--- config.mk ---
export PLATFORM = sky130hd
export DESIGN_NAME = memory_stage
export DESIGN_NICKNAME = d
export VERILOG_FILES = /design/src/rtl/control_unit_types_pkg.sv /design/src/rtl/cpu_types_pkg.sv /design/src/rtl/mmwbpipe_if.sv /design/src/rtl/llsc_link.sv /design/src/rtl/memory_stage.sv
export SDC_FILE = /design/constraint.sdc
export NUM_CORES = 1
export LEC_CHECK = 0
export CORE_AREA = 2 2 178 180
export DETAILED_ROUTE_END_ITERATION = 8
export DIE_AREA = 0 0 180 182
export PLACE_DENSITY = 0.59
export SYNTH_ARGS = -nofsm -noshare
export SYNTH_HDL_FRONTEND = slang
export SYNTH_SLANG_ARGS = --single-unit
--- constraint.sdc ---
create_clock -name CLK -period 7.15 [get_ports CLK]
set_input_delay 1.43 -clock CLK [delete_from_list [all_inputs] [get_ports CLK]]
set_output_delay 1.43 -clock CLK [all_outputs]
set_load 0.05 [all_outputs]
--- src/rtl/control_unit_types_pkg.sv ---
// Decoded-op and writeback-select encodings produced by the control unit.
package control_unit_types_pkg;

  typedef enum logic [3:0] {
    NOP   = 4'h0,
    ALU   = 4'h1,
    LOAD  = 4'h2,
    STORE = 4'h3,
    BEQ   = 4'h4,
    BNE   = 4'h5,
    JUMP  = 4'h6,
    HALT  = 4'h7
  } opfunc_t;

  typedef enum logic [1:0] {
    WB_ALU = 2'd0,
    WB_MEM = 2'd1,
    WB_NPC = 2'd2
  } memtoreg_t;

endpackage

--- src/rtl/cpu_types_pkg.sv ---
// Shared datapath widths and the MM-stage access state type.
package cpu_types_pkg;

  localparam int unsigned WORD_W = 32;
  localparam int unsigned REG_W  = 5;

  typedef logic [WORD_W-1:0] word_t;
  typedef logic [REG_W-1:0]  regbits_t;

  typedef enum logic [1:0] {
    IDLE,
    ACCESS,
    HALTED
  } memstate_t;

endpackage

--- src/rtl/mmwbpipe_if.sv ---
// MM/WB pipeline latch contents, bundled for the writeback stage.
interface mmwbpipe_if;

  logic                              regwen;
  control_unit_types_pkg::memtoreg_t memtoreg;
  cpu_types_pkg::regbits_t           rd;
  cpu_types_pkg::word_t              aluout;
  cpu_types_pkg::word_t              dload;
  cpu_types_pkg::word_t              npc;
  logic                              halt;

endinterface

--- src/rtl/llsc_link.sv ---
// LL/SC link register: set by a completed LL, compared by SC, cleared by
// SC completion, a local store to the linked word, or a coherence invalidate.
module llsc_link
  import cpu_types_pkg::*;
(
  input  logic  CLK,
  input  logic  RST,
  input  logic  ll_set,
  input  word_t ll_addr,
  input  word_t sc_addr,
  output logic  sc_ok,
  input  logic  sc_done,
  input  logic  st_done,
  input  word_t st_addr,
  input  logic  ccinv,
  input  word_t ccinvaddr
);

  logic  link_valid;
  word_t link_addr;
  logic  link_clr;

  // Any event that breaks the reservation.
  always_comb begin
    link_clr = sc_done
             | (st_done & (st_addr == link_addr))
             | (ccinv & (ccinvaddr == link_addr));
    sc_ok    = link_valid & (link_addr == sc_addr);
  end

  // Link state; a same-cycle LL beats any clear because its data is newer.
  always_ff @(posedge CLK or posedge RST) begin
    if (RST) begin
      link_valid <= 1'b0;
      link_addr  <= '0;
    end else if (ll_set) begin
      link_valid <= 1'b1;
      link_addr  <= ll_addr;
    end else if (link_clr) begin
      link_valid <= 1'b0;
    end
  end

endmodule

--- src/rtl/memory_stage.sv ---
// MM stage: dcache request/stall control, LL/SC, branch resolution, MM/WB latch.
module memory_stage
  import cpu_types_pkg::*;
  import control_unit_types_pkg::*;
#(
  parameter int unsigned STALL_CNT_W = 32
) (
  input  logic                   CLK,
  input  logic                   RST,
  input  opfunc_t                mm_opfunc,
  input  memtoreg_t              mm_MemtoReg,
  input  logic                   mm_RegWEN,
  input  logic                   mm_dWENi,
  input  logic                   mm_dRENi,
  input  logic                   mm_datomic,
  input  logic                   mm_equal,
  input  logic                   mm_taken,
  input  logic                   mm_halt,
  input  regbits_t               mm_rd,
  input  word_t                  mm_npc,
  input  word_t                  mm_bpc,
  input  word_t                  mm_ALUOut,
  input  word_t                  mm_store,
  input  logic                   dhit,
  input  word_t                  dmemload,
  input  logic                   ccinv,
  input  word_t                  ccinvaddr,
  output logic                   dmemREN,
  output logic                   dmemWEN,
  output word_t                  dmemaddr,
  output word_t                  dmemstore,
  output logic                   mm_stall,
  output logic                   flush,
  output word_t                  redirect_pc,
  output logic                   wb_RegWEN,
  output memtoreg_t              wb_MemtoReg,
  output regbits_t               wb_rd,
  output word_t                  wb_ALUOut,
  output word_t                  wb_dload,
  output word_t                  wb_npc,
  output logic                   wb_halt,
  output logic                   halt_o,
  output logic [STALL_CNT_W-1:0] stall_cnt
);

  memstate_t state_q, state_d;
  logic      halt_q;
  logic [STALL_CNT_W-1:0] stall_cnt_q;

  logic active, is_sc, sc_ok, sc_fail, memop, complete;
  logic ll_set, st_done, br, actual;

  mmwbpipe_if mmwb ();

  // Request/stall decode; RST gates requests so they drop asynchronously.
  always_comb begin
    active   = !RST && !halt_q && (state_q != HALTED);
    is_sc    = mm_dWENi & mm_datomic;
    sc_fail  = is_sc & !sc_ok;
    memop    = (mm_dRENi | mm_dWENi) & !sc_fail;
    dmemREN  = active & memop & mm_dRENi;
    dmemWEN  = active & memop & mm_dWENi;
    mm_stall = active & memop & !dhit;
    complete = active & !mm_stall;
    ll_set   = active & mm_dRENi & mm_datomic & dhit;
    st_done  = active & memop & mm_dWENi & dhit;
  end

  assign dmemaddr  = mm_ALUOut;
  assign dmemstore = mm_store;

  // Branch resolution; a stalled branch waits until it can complete.
  always_comb begin
    br          = (mm_opfunc == BEQ) || (mm_opfunc == BNE);
    actual      = (mm_opfunc == BEQ) ? mm_equal : !mm_equal;
    flush       = br & (actual ^ mm_taken) & !mm_stall;
    redirect_pc = actual ? mm_bpc : mm_npc;
  end

  llsc_link u_llsc_link (
    .CLK       (CLK),
    .RST       (RST),
    .ll_set    (ll_set),
    .ll_addr   (mm_ALUOut),
    .sc_addr   (mm_ALUOut),
    .sc_ok     (sc_ok),
    .sc_done   (complete & is_sc),
    .st_done   (st_done),
    .st_addr   (mm_ALUOut),
    .ccinv     (ccinv),
    .ccinvaddr (ccinvaddr)
  );

  // Next access state.
  always_comb begin
    state_d = state_q;
    case (state_q)
      IDLE, ACCESS: begin
        if (complete && mm_halt) state_d = HALTED;
        else if (mm_stall)       state_d = ACCESS;
        else                     state_d = IDLE;
      end
      HALTED:  state_d = HALTED;
      default: state_d = IDLE;
    endcase
  end

  // State register and sticky halt.
  always_ff @(posedge CLK or posedge RST) begin
    if (RST) begin
      state_q <= IDLE;
      halt_q  <= 1'b0;
    end else begin
      state_q <= state_d;
      if (complete && mm_halt) halt_q <= 1'b1;
    end
  end

  // Saturating count of stall cycles.
  always_ff @(posedge CLK or posedge RST) begin
    if (RST) begin
      stall_cnt_q <= '0;
    end else if (mm_stall && (stall_cnt_q != '1)) begin
      stall_cnt_q <= stall_cnt_q + 1'b1;
    end
  end

  // MM/WB latch: capture on completion, bubble while stalled, freeze once halted.
  always_ff @(posedge CLK or posedge RST) begin
    if (RST) begin
      mmwb.regwen   <= 1'b0;
      mmwb.memtoreg <= WB_ALU;
      mmwb.rd       <= '0;
      mmwb.aluout   <= '0;
      mmwb.dload    <= '0;
      mmwb.npc      <= '0;
      mmwb.halt     <= 1'b0;
    end else if (complete) begin
      mmwb.regwen   <= mm_RegWEN;
      mmwb.memtoreg <= mm_MemtoReg;
      mmwb.rd       <= mm_rd;
      mmwb.aluout   <= is_sc ? word_t'(sc_ok) : mm_ALUOut;
      mmwb.dload    <= dmemload;
      mmwb.npc      <= mm_npc;
      mmwb.halt     <= mm_halt;
    end else if (mm_stall) begin
      mmwb.regwen   <= 1'b0;
      mmwb.halt     <= 1'b0;
    end
  end

  assign wb_RegWEN   = mmwb.regwen;
  assign wb_MemtoReg = mmwb.memtoreg;
  assign wb_rd       = mmwb.rd;
  assign wb_ALUOut   = mmwb.aluout;
  assign wb_dload    = mmwb.dload;
  assign wb_npc      = mmwb.npc;
  assign wb_halt     = mmwb.halt;
  assign halt_o      = halt_q;
  assign stall_cnt   = stall_cnt_q;

endmodule

After elaboration in Yosys (flattened, before gate mapping)
Cells that the tools add are included.
{"block": "word_totals", "output_inout_bits": 238, "regBits": 173, "input_bits": 214}
{"block": "op_classes", "bitwise_logic": 22, "muxes": 11, "add_sub_neg": 1, "n_reduce_logical": 16, "n_eq_ne": 9}
{"operator": "$eq A32 B32 Y1", "n": 3}
{"operator": "$mux W32", "n": 2}
{"operator": "$add A32 B1 Y32 const B", "n": 1}
{"operator": "$ne A32 B32 Y1 const B", "n": 1}
{"operator": "$and A1 B1 Y1", "n": 18}
{"operator": "$eq A4 B3 Y1 const B", "n": 2}
{"operator": "$logic_not A1 Y1", "n": 7}
{"operator": "$mux W1", "n": 7}
{"operator": "$logic_and A1 B1 Y1", "n": 4}
{"operator": "$pmux W2 S2", "n": 1}
{"operator": "$reduce_bool A2 Y1", "n": 2}
{"operator": "$or A1 B1 Y1", "n": 3}
{"operator": "$eq A2 B1 Y1 const B", "n": 1}
{"operator": "$eq A2 B2 Y1 const B", "n": 1}
{"operator": "$logic_not A2 Y1", "n": 1}
{"operator": "$mux W2", "n": 1}
{"operator": "$ne A2 B2 Y1 const B", "n": 1}
{"operator": "$reduce_or A2 Y1", "n": 1}
{"operator": "$logic_or A1 B1 Y1", "n": 1}
{"operator": "$xor A1 B1 Y1", "n": 1}

Longest topological paths before layout
Gate-level depths: netlist of the first run.
{"block": "depth", "ltp_word": 15, "mapped_depth": 10, "mapped_depth_nobuf": 7}

By module
A second synthesis of the first run with hierarchy kept.
{"block": "unflattened", "cells_unflattened": 928, "hier_area_um2": 9024.9}
{"mod": "memory_stage", "seq_area_each_um2": 3503.4, "instances": 1, "area_each_um2": 6742.7, "cells_each": 726}
{"mod": "llsc_link", "seq_area_each_um2": 825.8, "instances": 1, "area_each_um2": 2282.2, "cells_each": 202}

Worst setup path before layout of the first run
OpenSTA, ideal clock, no wires.
{"block": "synth_timing", "path_kind": "input port to output port", "from": "input mm_ALUOut[10]", "to": "output dmemREN", "cell_stages": 5, "required_time_ns": 5.720, "setup_slack_ns": 2.705, "t_arrival_ns": 3.015, "cell_sequence": "xnor2_1 -> nand4_1 -> nor4_4 -> nand3_4 -> a21oi_1"}
{"block": "synth_between", "elab_chain_cells": 8}
{"item": "from (decl)", "line": "memory_stage.sv:22", "text": "input word_t mm_ALUOut,"}
{"item": "$eq A32 B32 Y1", "line": "llsc_link.sv:28", "text": "sc_ok = link_valid & (link_addr == sc_addr);"}
{"item": "$and A1 B1 Y1", "line": "llsc_link.sv:28"}
{"item": "$logic_not A1 Y1", "line": "memory_stage.sv:59", "text": "sc_fail = is_sc & !sc_ok;"}
{"item": "$and A1 B1 Y1", "line": "memory_stage.sv:59"}
{"item": "$logic_not A1 Y1", "line": "memory_stage.sv:60", "text": "memop = (mm_dRENi | mm_dWENi) & !sc_fail;"}
{"item": "$and A1 B1 Y1", "line": "memory_stage.sv:60"}
{"item": "$and A1 B1 Y1 (2 in a row)", "line": "memory_stage.sv:61", "text": "dmemREN = active & memop & mm_dRENi;"}
{"item": "to (decl)", "line": "memory_stage.sv:28", "text": "output logic dmemREN,"}
Every way passes these cells.

Worst setup path after layout of the first run
{"block": "layout_timing", "from": "input mm_ALUOut[6]", "to": "output mm_stall"}
{"block": "layout_between", "elab_chain_cells": 8}
{"item": "$eq A32 B32 Y1", "line": "llsc_link.sv:28"}
{"item": "$and A1 B1 Y1", "line": "llsc_link.sv:28"}
{"item": "$logic_not A1 Y1", "line": "memory_stage.sv:59"}
{"item": "$and A1 B1 Y1", "line": "memory_stage.sv:59"}
{"item": "$logic_not A1 Y1", "line": "memory_stage.sv:60"}
{"item": "$and A1 B1 Y1", "line": "memory_stage.sv:60"}
{"item": "$and A1 B1 Y1 (2 in a row)", "line": "memory_stage.sv:63", "text": "mm_stall = active & memop & !dhit;"}
{"item": "to (decl)", "line": "memory_stage.sv:32", "text": "output logic mm_stall,"}
Every way passes these cells.

==> results_dict.tcl, run 1 <==
set metrics [dict create \
    clkPwrFrac_pct 17.9 \
    grt_overflow 0 \
    dp.cells 1428 \
    max_cap_viol_count 0 \
    core_area_sq_um 31000 \
    dr.pass1.iters 4 \
    ant_nets 0 \
    worst_pin_slew_ps 1150 \
    die_w_um 180 \
    min_from "state_q[1]" \
    die_h_um 182 \
    drt-total-wl_um 26500 \
    p_per_area_nw_per_um2 391 \
    finClkSkew_ps 10.3 \
    tns_ps 0 \
    ys_seq_area_share_pct 50.8 \
    syn2layout_area_growth_pct 51.4 \
    layout-drive-gt1-share_pct 16.7 \
    place.gp.congestion 0.753 \
    hold_viol 0 \
    intPower_mw 2.76 \
    max_freq_mhz 166 \
    syn_area_sq_um 8520 \
    cts_tree "built" \
    first_global_vias 6758 \
    hold_path.class "flip-flop to flip-flop" \
    critical_path_required_ps 5720 \
    ctsHoldBuffers 0 \
    drt_iter0_drc 296 \
    layout_commonest_cell "clkdlybuf4s50_1" \
    h-tree-depth 4 \
    viasPerCell 4.42 \
    vias 6442 \
    drc 0 \
    antenna_found_initial 1 \
    cts_buffer_depth 2 \
    synth_flop_cell "dfrtp_1" \
    fillers 3012 \
    syn-num-nets 941 \
    relSlewSlack_pct 23.3 \
    synth_fa_ha_area_share_pct 0.147 \
    cts.repair.resized 0 \
    startpoint_type "primary input" \
    synth_warnings 0 \
    criticalPathCategory "primary input to primary output" \
    pin_count 452 \
    finalMaxSlewViolations 0 \
    synthMuxAreaShare_pct 18.1 \
    synth-async-reset-ratio_pct 100 \
    synth_cell_types 36 \
    fin_crit_sh_pct 84.0 \
    rsz0062_at_grt "no" \
    cts_root_buffer "clkbuf_16" \
    status "finished clean" \
    hpwl_um 19700 \
    grt_pass1_wl_um 40800 \
    final_cell_mix "clkdlybuf4s50_1, dfrtp_1, mux2_2" \
    layout.cells.non_filler 1459 \
    synth_simple_gate_area_share_pct 10.3 \
    synth_edf_count 0 \
    p_leak_nw 5.33 \
    routedWlPerCell_um 18.1 \
    grt.total_usage_pct 16.3 \
    cts_buffers 17 \
    final_nets 1260 \
    power_switching_mw 2.27 \
    synth_cells 726 \
    clock_latency_ps 440 \
    synth_xor_area_share_pct 9.97 \
    clock_sinks 173 \
    io_buffers 387 \
    fin_crit_ps 6010 \
    rows 65 \
    finalSetupViolations 0 \
    post_cts_buffers 0 \
    irDropWorstVdd_uv 214 \
    seq_power_share_pct 30.7 \
    p_comb_share_pct 51.4 \
    r2r_start "u_llsc_link.link_addr[6]" \
    swShare_pct 45.1 \
    crit_start "mm_ALUOut[6]" \
    ys_seq_elements 173 \
    die_area_sq_um 32800 \
    synth_top_family_by_area "multiplexers" \
    diodes 0 \
    worstPathArrival_ps 4580 \
    synth_compound_gate_area_share_pct 3.06 \
    initial_core_util_pct 27.5 \
    synth_area_per_cell_sq_um 11.7 \
    endpoint_kind "primary output" \
    clk_pin_slew_worst_paths_ps 70 \
    power_mw 5.04 \
    critPathMaxFanout 7 \
    grt_max_degree 128 \
]
## cell usage after synthesis (3+ instances only)
cell type / n / area, sq um
nand4_1: 27 / 169
o21ai_0: 33 / 165
nor3_1: 4 / 20.0
nor2_1: 10 / 37.5
nor2b_1: 3 / 18.8
nand2_1: 79 / 297
a21oi_1: 4 / 20.0
nand3_1: 20 / 100
and3_1: 10 / 62.6
xnor2_1: 78 / 683
buf_4: 65 / 488
xor2_1: 19 / 166
buf_2: 12 / 60.1
o21ai_1: 3 / 15.0
nor4_1: 6 / 37.5
clkbuf_1: 12 / 45.0
and2_1: 3 / 18.8
inv_1: 8 / 30.0
dfrtp_1: 173 / 4330
mux2_2: 137 / 1540
## cells by family (layout without fill, tap and decap cells)
group / count (synthesis) / count (layout)
simple gates: 172 / 172
mux: 137 / 137
buf+inv: 100 / 431
xor+xnor: 97 / 97
fa+ha+maj: 1 / 1
compound gates: 46 / 46
flops: 173 / 173
## worst max-delay path, stage by stage
cell and delay, ps:
clkdlybuf4s50_1 510, xnor2_1 370, nand4_1 250, nor4_4 440
nand3_4 190, a21oi_1 240, nand2_1 190, inv_1 130
clkdlybuf4s50_1 810
## worst paths after layout
path	end	slack, ps	cells past startpoint
setup / recovery	mm_stall	1140	9
hold / removal	state_q[0]	480	1
setup reg to reg	wb_npc[29]	3720	7
hold reg to reg	state_q[0]	480	1
max in group asynchronous	wb_dload[24]	4400	3
min in group asynchronous	state_q[0]	1590	2
## metal layers
layer / vias up / track usage, % / share of wire (%)
li1: 3073 / - / -
met2: 235 / 27.0 / 49
met5: - / 0 / 0.026
met4: 2 / 5.27 / 1.5
met1: 3101 / 20.0 / 42
met3: 31 / 5.21 / 7.3
## power by group through the flow
stage	Clock, mW	Sequential [mW]	Combinational, mW
after detailed placement	0	1.56	2.61
after floorplan	0	2.61	0.634
after CTS	0.934	1.55	2.62
final	0.901	1.55	2.59
after global routing	0.978	1.60	2.70
after global placement	0	1.55	2.61
## state kept, by name, summed over array words and instances, names as in the netlist
register / count
wb_npc: 32
wb_MemtoReg: 2
wb_rd: 5
wb_dload: 32
state_q: 2
wb_ALUOut: 32
wb_halt: 1
u_llsc_link.link_addr: 32
stall_cnt: 32
wb_RegWEN: 1
u_llsc_link.link_valid: 1
halt_o: 1
## through the flow
stage	hold slack, ps	cell area, sq um	utilization, %	worst slack (ps)
global route	492	12900	41.6	966
global placement	458	12400	39.9	1180
floorplan	441	8520	-	1030
CTS	472	12900	41.6	1110
finish	478	12900	41.6	1140
detailed placement	462	12400	39.9	1140
## final cells by class
class,instances,area (sq um),area share (%)
Clock buffer,22,454,3.52
Clock inverter,9,90.1,0.699
Inverter,8,37.5,0.291
Multi-Input combinational cell,453,3560,27.6
Sequential cell,173,4330,33.6
Tap cell,402,503,3.90
Timing Repair Buffer,392,3920,30.4
No activity file was read; power rests on OpenSTA's default activity.
==> inputs of run 2 (changes only) <==
clock period = 6.05 ns   (was 7.15 ns; I/O delays follow)
==> run 2 against run 1 <==
Against the previous run:
- first-iteration DRC count up 7.8%
- global-route usage down 0.18 points
- sequential cell count unchanged
- design area up 0.30%
- critical path depth unchanged
- total power up 18%
- count of clock-buffer cells in the layout down 2
- critical endpoint is now flush
==> results_dict.tcl, run 2 (synthesis results as in run 1) <==
set metrics [dict create \
    status "finished clean" \
    drc 0 \
    use_met2_pct 26.9 \
    fillers 2955 \
    clk_pin_slew_worst_paths_ps 70 \
    core_area_sq_um 31000 \
    first_global_vias 6844 \
    initial_core_util_pct 27.5 \
    pin_count 452 \
    dr.pass1.iters 4 \
    grtUsageMet1_pct 19.6 \
    dp.cells 1431 \
    startpoint_type "primary input" \
    fin_area_sq_um 12900 \
    critical_path_required_ps 4840 \
    worst_pin_slew_ps 1130 \
    cp_common_cell "clkdlybuf4s50_1" \
    ctsHoldBuffers 0 \
    final_cell_mix "clkdlybuf4s50_1, dfrtp_1, mux2_2" \
    hold_viol 0 \
    placement.cell_area_sq_um 12400 \
    die_area_sq_um 32800 \
    drt_iter0_drc 319 \
    cts_root_buffer "clkbuf_16" \
    hold_path.class "flip-flop to flip-flop" \
    place.gp.congestion 0.790 \
    grt_max_degree 135 \
    drt-total-wl_um 26400 \
    h-tree-depth 4 \
    fin_crit_ps 5510 \
    max_freq_mhz 182 \
    layout_commonest_cell "clkdlybuf4s50_1" \
    grt_pass1_wl_um 40400 \
    final_nets 1263 \
    cts_buffer_depth 2 \
    viasPerCell 4.39 \
    criticalPathCategory "primary input to primary output" \
    endpoint_kind "primary output" \
    max_stage_delay_ps 700 \
    layout-drive-gt1-share_pct 17.0 \
    layout.cells.non_filler 1460 \
    cts.repair.resized 0 \
    max_cap_viol_count 0 \
    finalSetupViolations 0 \
    cts_tree "built" \
    irDropWorstVdd_uv 235 \
    post_cts_buffers 0 \
    grt.busiest_layer "met2" \
    clock_sinks 173 \
    cts_buffers 17 \
    p_leak_nw 5.34 \
    worstPathArrival_ps 4300 \
    hpwl_um 20100 \
    crit_chain "clkdlybuf4s50_1 > xnor2_1 > nand4_1 > nor4_4 > nand3_4 > a21oi_1 > nand2_1 > and3_1 > clkdlybuf4s50_1" \
    relSlewSlack_pct 24.1 \
    finalMaxSlewViolations 0 \
    ant_nets 0 \
    routedWlPerCell_um 18.1 \
    diodes 0 \
    tns_ps 0 \
    cp_slowest_cell "clkdlybuf4s50_1" \
    rsz0062_at_grt "no" \
    fin_crit_sh_pct 91.0 \
    syn2layout_area_growth_pct 51.9 \
    p_per_area_nw_per_um2 460 \
    finClkSkew_ps 9.93 \
    critPathMaxFanout 7 \
    vias 6414 \
    rows 65 \
    die_h_um 182 \
    die_w_um 180 \
    clock_latency_ps 430 \
    grt_overflow 0 \
    use_met3_pct 5.52 \
    io_buffers 387 \
    grt.total_usage_pct 16.1 \
    antenna_found_initial 1 \
]
[run 2: cell types whose count changed in the layout (fill, tap and decap cells not counted)]
cell        change
buf_12          +1
buf_4           +2
clkbuf_1        -3
clkbuf_8        +1
clkinv_2        -1
clkinv_4        -1
clkinvlp_4      +2
[run 2: cell type report]
| cell class | instances | area, sq um | area share (%) |
|---|---|---|---|
| clock buffer | 20 | 457 | 3.53 |
| inverter | 8 | 37.5 | 0.290 |
| timing repair buffer | 395 | 3960 | 30.6 |
| tap | 402 | 503 | 3.89 |
| multi-input combinational | 453 | 3560 | 27.5 |
| clock inverter | 9 | 91.3 | 0.706 |
| sequential | 173 | 4330 | 33.5 |
[run 2: stage by stage]
step | utilization [%] | worst slack (ps) | hold slack, ps | total power, mW
after floorplan | - | 152 | 441 | 3.84
after global placement | 40.0 | 548 | 460 | 4.91
after detailed placement | 40.0 | 511 | 470 | 4.94
after CTS | 41.7 | 494 | 479 | 6.03
after global routing | 41.7 | 307 | 506 | 6.24
final | 41.7 | 542 | 480 | 5.95
[run 2: per-layer routing]
layer | vias to the layer above | routed length, um
met1 | 3059 | 11200
met3 | 30 | 1890
met5 | - | 10
met2 | 246 | 12900
met4 | 2 | 357
li1 | 3077 | -
[run 2: worst max-delay path, delay by kind of cell]
family                 cells  cell delay [ps]
AND/OR/NAND/NOR            5             1290
buffers and inverters      2             1200
XOR/XNOR                   1              340
AO/OA/AOI/OAI              1              250
[run 2: worst paths after layout]
kind,startpoint,to,slack (ps),depth (start not counted)
min reg2reg,wb_ALUOut[13],wb_ALUOut[13],480,2
max,mm_ALUOut[6],flush,540,9
max reg2reg,u_llsc_link.link_addr[6],wb_dload[31],2860,7
max in group asynchronous,RST,wb_dload[21],3430,3
min in group asynchronous,RST,state_q[1],1410,2
min,wb_ALUOut[13],wb_ALUOut[13],480,2
[run 2: where the power goes]
| part | total [mW] | switching, mW | internal (mW) |
|---|---|---|---|
| registers | 1.83 | 0.259 | 1.57 |
| logic | 3.06 | 1.94 | 1.12 |
| clock network | 1.06 | 0.474 | 0.583 |
| total | 5.95 | 2.67 | 3.28 |
